File: src/rtl/result_display.sv
// result_display
// Browses a small result memory and shows the selected entry on a 4-digit,
// multiplexed 7-segment display: three decimal digits of the stored value
// plus the entry index as a hex glyph on the leftmost digit.
//
// state   | meaning
// --------+----------------------------------------------------------
// IDLE    | waiting for enable_i; display keeps scanning old shadows
// FETCH   | one cycle: addr_display_o = idx, sample read data
// CONVERT | eight shift-add-3 steps turning the sample into BCD
// SHOW    | shadows loaded; waits for next/prev, pending or scan wrap
//
// Ports:
//   clk            clock, rising edge
//   reset          asynchronous, active-low
//   enable_i       browsing/fetch allowed while high
//   next_i/prev_i  single-cycle pulses to step the entry index
//   addr_display_o read address into the result memory
//   data_display_i read data (combinational from addr_display_o)
//   seg_o          segments gfedcba, active-low, registered
//   an_o           digit anodes, active-low one-hot, registered
//   busy_o         high in FETCH or CONVERT
module result_display #(
  parameter int REFRESH_DIV = 16,
  parameter int NUM_ENTRIES = 12
) (
  input  logic       clk,
  input  logic       reset,
  input  logic       enable_i,
  input  logic       next_i,
  input  logic       prev_i,
  output logic [3:0] addr_display_o,
  input  logic [7:0] data_display_i,
  output logic [6:0] seg_o,
  output logic [3:0] an_o,
  output logic       busy_o
);

  typedef enum logic [1:0] {IDLE, FETCH, CONVERT, SHOW} state_t;

  localparam logic [3:0]  IDX_LAST = 4'(NUM_ENTRIES - 1);
  localparam logic [15:0] DIV_LAST = 16'(REFRESH_DIV - 1);

  state_t      state, state_nxt;
  logic [3:0]  idx, idx_nxt;
  logic        pending, pending_nxt;
  logic [7:0]  sample;
  logic [11:0] bcd, bcd_adj, bcd_step;
  logic [2:0]  bit_cnt, bit_sel;
  logic [3:0]  addr_q;
  logic [3:0]  sh_hun, sh_ten, sh_one, sh_idx;
  logic [3:0]  hun_nxt, ten_nxt, one_nxt, sidx_nxt;
  logic [15:0] div_cnt;
  logic [1:0]  digit, digit_nxt;
  logic        tick, scan_wrap, accept, load;
  logic [3:0]  code;

  function automatic logic [3:0] add3(input logic [3:0] n);
    return (n >= 4'd5) ? n + 4'd3 : n;
  endfunction

  function automatic logic [6:0] glyph(input logic [3:0] c);
    case (c)
      4'h0: return 7'b1000000;
      4'h1: return 7'b1111001;
      4'h2: return 7'b0100100;
      4'h3: return 7'b0110000;
      4'h4: return 7'b0011001;
      4'h5: return 7'b0010010;
      4'h6: return 7'b0000010;
      4'h7: return 7'b1111000;
      4'h8: return 7'b0000000;
      4'h9: return 7'b0010000;
      4'hA: return 7'b0001000;
      4'hB: return 7'b0000011;
      default: return 7'b1111111;
    endcase
  endfunction

  // Conflicting next+prev cancel each other out.
  assign accept = enable_i & (next_i ^ prev_i);

  always_comb begin
    idx_nxt = idx;
    if (accept) begin
      if (next_i) idx_nxt = (idx == IDX_LAST) ? 4'd0 : idx + 4'd1;
      else        idx_nxt = (idx == 4'd0) ? IDX_LAST : idx - 4'd1;
    end
  end

  // Double-dabble step: adjust nibbles, then shift in the next sample bit (MSB first).
  assign bit_sel  = 3'd7 - bit_cnt;
  assign bcd_adj  = {add3(bcd[11:8]), add3(bcd[7:4]), add3(bcd[3:0])};
  assign bcd_step = {bcd_adj[10:0], sample[bit_sel]};

  assign tick      = (div_cnt == DIV_LAST);
  assign scan_wrap = tick && (digit == 2'd3);
  assign digit_nxt = tick ? digit + 2'd1 : digit;

  always_comb begin
    state_nxt   = state;
    pending_nxt = pending;
    load        = 1'b0;
    case (state)
      IDLE: begin
        if (enable_i) begin
          state_nxt   = FETCH;
          pending_nxt = 1'b0;
        end
      end
      FETCH: begin
        state_nxt = CONVERT;
        if (accept) pending_nxt = 1'b1;
      end
      CONVERT: begin
        if (accept) pending_nxt = 1'b1;
        if (bit_cnt == 3'd7) begin
          state_nxt = SHOW;
          load      = 1'b1;
        end
      end
      SHOW: begin
        if (accept || pending || scan_wrap) begin
          state_nxt   = FETCH;
          pending_nxt = 1'b0;
        end
      end
      default: state_nxt = IDLE;
    endcase
    // Losing enable abandons whatever is in flight; shadows keep their value.
    if (!enable_i) begin
      state_nxt = IDLE;
      load      = 1'b0;
    end
  end

  assign hun_nxt  = load ? bcd_step[11:8] : sh_hun;
  assign ten_nxt  = load ? bcd_step[7:4]  : sh_ten;
  assign one_nxt  = load ? bcd_step[3:0]  : sh_one;
  assign sidx_nxt = load ? idx            : sh_idx;

  always_comb begin
    case (digit_nxt)
      2'd0:    code = one_nxt;
      2'd1:    code = ten_nxt;
      2'd2:    code = hun_nxt;
      default: code = sidx_nxt;
    endcase
  end

  always_ff @(posedge clk or negedge reset) begin
    if (!reset) begin
      state   <= IDLE;
      idx     <= 4'd0;
      pending <= 1'b0;
      sample  <= 8'd0;
      bcd     <= 12'd0;
      bit_cnt <= 3'd0;
      addr_q  <= 4'd0;
      sh_hun  <= 4'd0;
      sh_ten  <= 4'd0;
      sh_one  <= 4'd0;
      sh_idx  <= 4'd0;
      div_cnt <= 16'd0;
      digit   <= 2'd0;
      seg_o   <= 7'b1111111;
      an_o    <= 4'b1111;
    end else begin
      state   <= state_nxt;
      idx     <= idx_nxt;
      pending <= pending_nxt;
      if (state == FETCH) begin
        sample  <= data_display_i;
        addr_q  <= idx;
        bcd     <= 12'd0;
        bit_cnt <= 3'd0;
      end else if (state == CONVERT) begin
        bcd     <= bcd_step;
        bit_cnt <= bit_cnt + 3'd1;
      end
      sh_hun  <= hun_nxt;
      sh_ten  <= ten_nxt;
      sh_one  <= one_nxt;
      sh_idx  <= sidx_nxt;
      div_cnt <= tick ? 16'd0 : div_cnt + 16'd1;
      digit   <= digit_nxt;
      if (tick || load) begin
        an_o  <= ~(4'b0001 << digit_nxt);
        seg_o <= glyph(code);
      end
    end
  end

  assign addr_display_o = (state == FETCH) ? idx : addr_q;
  assign busy_o         = (state == FETCH) || (state == CONVERT);

endmodule

File: config.mk
export PLATFORM = sky130hd
export DESIGN_NAME = result_display
export DESIGN_NICKNAME = d
export VERILOG_FILES = /design/src/rtl/result_display.sv
export SDC_FILE = /design/constraint.sdc
export NUM_CORES = 1
export LEC_CHECK = 0
export CAP_MARGIN = 5
export CORE_MARGIN = 4
export CORE_UTILIZATION = 35
export CTS_CLUSTER_DIAMETER = 120
export DETAILED_ROUTE_END_ITERATION = 8
export DONT_BUFFER_PORTS = 1
export PLACE_DENSITY = 0.58
export SETUP_SLACK_MARGIN = 0.5
export SYNTH_ARGS = -nofsm -noshare
export SYNTH_HDL_FRONTEND = slang
export SYNTH_SLANG_ARGS = --single-unit
export TNS_END_PERCENT = 10
File: constraint.sdc
create_clock -name clk -period 3.49 [get_ports clk]
set_clock_uncertainty 0.15 [all_clocks]
set_input_delay 0.349 -clock clk [delete_from_list [all_inputs] [get_ports clk]]
set_output_delay 0.349 -clock clk [all_outputs]
set_load 0.005 [all_outputs]
## After elaboration in Yosys (flattened, before gate mapping)

Memories as Yosys holds them, arrays and structs flattened. A register that Yosys moved wholly into a read port is not among the register bits.
Cells that the tools add are included.

- Bits in registers: 72
- Memories kept: 1
- Bits of input ports: 13
- ROM bits: 112
- Logic and storage cells: 90
- Output and inout bits: 16

- Multiplexer cells: 31
- $add $sub $neg: 9
- Order comparisons: 4
- Equality and inequality tests: 14
- Bitwise gates (word level): 3
- Reduce and logical (&&, ||, !) cells: 13
- Shift-type cells: 1

Memories:

| name | words | bits a word | rd ports | clocked after memory_dff | wr ports | RTL line | text |
|---|---|---|---|---|---|---|---|
| (name not given) | 16 | 7 | 1 | 1 | 0 | 63 | `case (c)` |

Operator list:

| cell | count |
|---|---|
| two-way mux 4 bit | 10 |
| two-way mux 12 bit | 2 |
| adder 16 x 1 -> 16 bit (second input constant) | 1 |
| equality test 16 x 4 -> 1 bit (second input constant) | 1 |
| two-way mux 16 bit | 1 |
| greater-or-equal comparator 4 x 3 -> 1 bit (second input constant) | 3 |
| case mux 4 bit (3 select lines) | 1 |
| two-way mux 3 bit | 3 |
| adder 4 x 2 -> 4 bit (second input constant) | 2 |
| equality test 2 bit (second input constant) | 4 |
| two-way mux 2 bit | 4 |
| case mux 2 bit (4 select lines) | 1 |
| two-way mux 1 bit | 7 |
| inequality test 3 bit (second input constant) | 2 |
| adder 4 x 1 -> 4 bit (second input constant) | 1 |
| equality test 2 x 1 -> 1 bit (second input constant) | 2 |
| equality test 4 bit (second input constant) | 1 |
| zero test 2 bit | 2 |
| zero test 4 bit | 1 |
| logical OR 1 bit | 4 |
| < comparator 3 x 4 -> 1 bit (second input constant) | 1 |
| inequality test 2 bit (second input constant) | 2 |
| inverter 4 bit | 1 |
| << shifter 1 x 2 -> 4 bit (first input constant) | 1 |
| 17 further kinds | 17 |

## Logic depth before layout (Yosys ltp)

- Word-level depth: 7
- Mapped depth: 15
- Mapped depth without buffers: 13

## Worst setup path after synthesis

Ideal clock, no wire load.

- Path kind: flip-flop to flip-flop
- From: register div_cnt[4]
- To: register seg_o[5]
- Library setup time: 0.073 ns
- Buffers on the path: 0
- Period minus slack after synthesis: 3.350 ns
- Data required time: 3.267 ns
- Stages on the path, launching flop included: 11
- Data arrival time: 3.127 ns
- Setup slack: 0.140 ns
- Path through: dfrtp_1 or4_4 or4_4 mux2i_4 inv_4 mux2i_1 a22oi_1 inv_1 ha_1 or3_1 a21oi_1

- Word-level cells in the longest chain between the ends: 4
- Elaborated cells between the ends (all ways): 7
- Those cells by class: 3 x eq/ne; 2 x mux; 2 x reduce/logical

RTL lines:

| what | RTL line | text |
|---|---|---|
| start: declaration | 53 | `logic [15:0] div_cnt;` |
| start signal: assignment | 185 | `div_cnt <= tick ? 16'd0 : div_cnt + 16'd1;` |
| equality test 16 x 4 -> 1 bit (*) | 96 | `assign tick = (div_cnt == DIV_LAST);` |
| two-way mux 2 bit (*) | 98 | `assign digit_nxt = tick ? digit + 2'd1 : digit;` |
| net digit_nxt[1] | 54 | `logic [1:0] digit, digit_nxt;` |
| equality test 2 bit (tied with other cells) | 143 | `case (digit_nxt)` |
| case mux 4 bit (3 select lines) (*) | 143 |  |
| end: declaration | 34 | `output logic [6:0] seg_o,` |

Mark *: on every way through the listed nets, which the timed path passes. The rest lies on a longest branch.
A chain may end at the register's enable or synchronous reset.

## Worst setup path in the final report

- From: register div_cnt[9]
- To: register seg_o[0]

Same word-level chain as after synthesis.

==> results.yml <==
status:
  status: "finished, final reports clean"
pwr:
  power.leakage_nw: 2.160
  finalPower_mw: 3.458
  powerDensity_nw_per_um2: 705.9
  vdd_drop_max_v: 0.0003724
synthesis:
  synth_top_cell_area_share_pct: 41.56
  yosys.area.top_type: "dfrtp_1"
  synth_cell_types: 49
  async_reset_ff_share_pct: 100.0
  synthMostInstantiatedCell: "dfrtp_1"
  seq_area_frac_synth_pct: 48.62
  yosysWarnings: 0
  syn_area_sq_um: 4094
  synth_nets: 432
  synth_edf_count: 0
  avgSynthCellArea_sq_um: 10.34
  synthTopCellsByArea: "dfrtp_1 (42%), dfstp_2 (7.1%), ha_1 (7.0%)"
  ys_seq_elements: 79
  ys.flop_type: "dfrtp_1"
  ys_top_cells_by_count: "dfrtp_1 (68), nand2_1 (42), nor2_1 (31)"
  syn_inst: 396
clock_tree:
  clk_pin_slew_worst_paths_ns: 0.06
  cts_made_buffers: 9
  clock-sinks: 79
  cts_tree: "done"
  cts_max_path_buffers: 2
  cts_max_level: 3
  cts-root-buf: "clkbuf_16"
  clock_latency_ns: 0.34
setup_path:
  critPathLaunchType: "register"
  required_ns: 3.59
  reg2reg_depth: 10
  path_max_fanout: 8
  cp_data_arrival_time_ns: 3.42
  cp-end-kind: "register"
  crit_type: "reg -> reg"
global_routing:
  grt_pass1_vias: 2905
  grt-ovfl-total: 0
  grt_pass1_wl_um: 14420
  grtUsageTotal_pct: 13.71
  antenna_found_initial: 0
  grt_max_degree: 80
placement:
  place_ws_ns: 0.07716
  portBuffers: 0
  dp_hpwl_um: 5863
  routabilityCongestion: 0.8219
sta:
  worst_pin_slew_ns: 0.4567
  rsz0062_at_grt: "true"
  hold_viol_final: 0
  slew_headroom_pct: 69.23
  finalSetupViolations: 0
  setup-tns-final_ns: 0
  period_minus_slack_ns: 3.321
  period_share_pct: 95.15
  clock.fmax_ghz: 0.3011
  report.final.slew_viol_count: 0
  setup_ws_ns: 0.1693
detailed_routing:
  wirelength_um: 8522
  wl_per_cell_um: 14.92
  dr.pass1.iters: 4
  drtAntennaViolNets: 0
  viasPerCell: 5.144
  drt_iter0_drc: 150
  num_vias: 2937
  drc: 0
floorplan:
  fp.coreArea_sq_um: 11420
  start_util_pct: 35.85
  fp.dieW_um: 116.2
  dieArea_sq_um: 13490
  rows: 39
  top_level_ports: 29
  die_h_um: 116.2
cells_and_area:
  drive_gt1_share_pct: 22.90
  antenna_cells: 0
  area_delta_synth_final_pct: 19.65
  nFillCells: 1100
  layout.nets: 459
worst_hold_path:
  holdPathStages: 1
  hold_path_class: "in -> reg"
flow_run:
  maxCapViolations: 0
==> placed cells by master, fill, tap and decap left out, types with 11 or more instances in the layout <==
cell	count
a21oi_1	20
a31oi_1	12
buf_4	27
dfrtp_1	68
dfstp_2	11
ha_1	18
inv_1	23
mux2_2	16
nand2_1	42
nor2_1	31
o21ai_0	16
xnor2_1	13
==> worst max-delay path, stage by stage (launching register included) <==
cell and delay, ns:
dfrtp_1 0.40, or4_4 0.55, or4_4 0.56, mux2i_4 0.28
inv_4 0.11, o211ai_1 0.22, o21a_2 0.23, inv_4 0.06
ha_4 0.17, o41ai_1 0.42, a31oi_1 0.09
==> metal layers <==
layer	wire [um]	global-route usage [%]	up-vias
met1	3925	17.97	1437
met4	211	6.961	0
met3	279	2.953	14
met5	0	0	-
met2	4106	21.48	45
li1	-	-	1441
==> state kept, by name (all words and copies together) (netlist names) <==
name	cells
seg_o	7
idx	4
bcd	12
sh_ten	4
sample	8
div_cnt	16
bit_cnt	3
addr_q	4
pending	1
sh_hun	4
an_o	4
state	2
sh_idx	4
digit	2
sh_one	4
==> stage by stage <==
stage	util, %	cells	cell area (sq um)	hold slack (ns)
finish	42.90	571	4898	0.01243
CTS	42.34	567	4835	0.0003859
floorplan	-	396	4146	-0.09659
global placement	38.10	535	4350	-0.09334
detailed placement	38.10	535	4350	-0.09191
global route	42.90	571	4898	0.005139
==> cell type report <==
| class | instances | area, sq um | share of cell area (%) |
|---|---|---|---|
| multi-input combinational | 276 | 2032 | 41.48 |
| sequential | 79 | 1991 | 40.64 |
| timing repair buffer | 31 | 261.5 | 5.338 |
| clock buffer | 11 | 252.7 | 5.160 |
| tap | 143 | 178.9 | 3.653 |
| inverter | 26 | 102.6 | 2.094 |
| clock inverter | 5 | 80.08 | 1.635 |
==> logic make-up (layout without fill, tap and decap cells) <==
group / Yosys count / count (layout) / synth area share, %
AND/OR/NAND/NOR: 118 / 118 / 13.72
AO/OA/AOI/OAI: 83 / 83 / 12.90
flip-flops: 79 / 79 / 48.62
buffers and inverters: 41 / 73 / 3.851
multiplexers: 31 / 31 / 9.382
adder cells (fa/ha/maj): 23 / 23 / 7.029
XOR/XNOR: 21 / 21 / 4.493
==> power breakdown <==
group	switching, mW	internal (mW)
clock network	0.367	0.664
logic	0.601	0.494
registers	0.177	1.15
total	1.15	2.31
==> timing repair <==
action,in CTS,in global routing
buffers inserted,13,4
endpoints found under the hold margin,81,0
endpoints found under the setup margin,7,7
hold buffers,3,0
resized for setup,2,9
pin swaps,4,7
==> path summary, 6_finish.rpt <==
path                                       from                     to  slack [ns]
max in group asynchronous                 reset   seg_o[6]$_DFFE_PN1P_        2.43
hold reg to reg            div_cnt[0]$_DFF_PN0_   div_cnt[0]$_DFF_PN0_        0.30
setup reg to reg           div_cnt[9]$_DFF_PN0_   seg_o[0]$_DFFE_PN1P_        0.17
hold / removal                data_display_i[4]  sample[4]$_DFFE_PN0P_        0.01
min in group asynchronous                 reset    addr_q[1]$_DFF_PN0_        0.41
setup / recovery           div_cnt[9]$_DFF_PN0_   seg_o[0]$_DFFE_PN1P_        0.17
No activity file was read; power rests on OpenSTA's default activity.
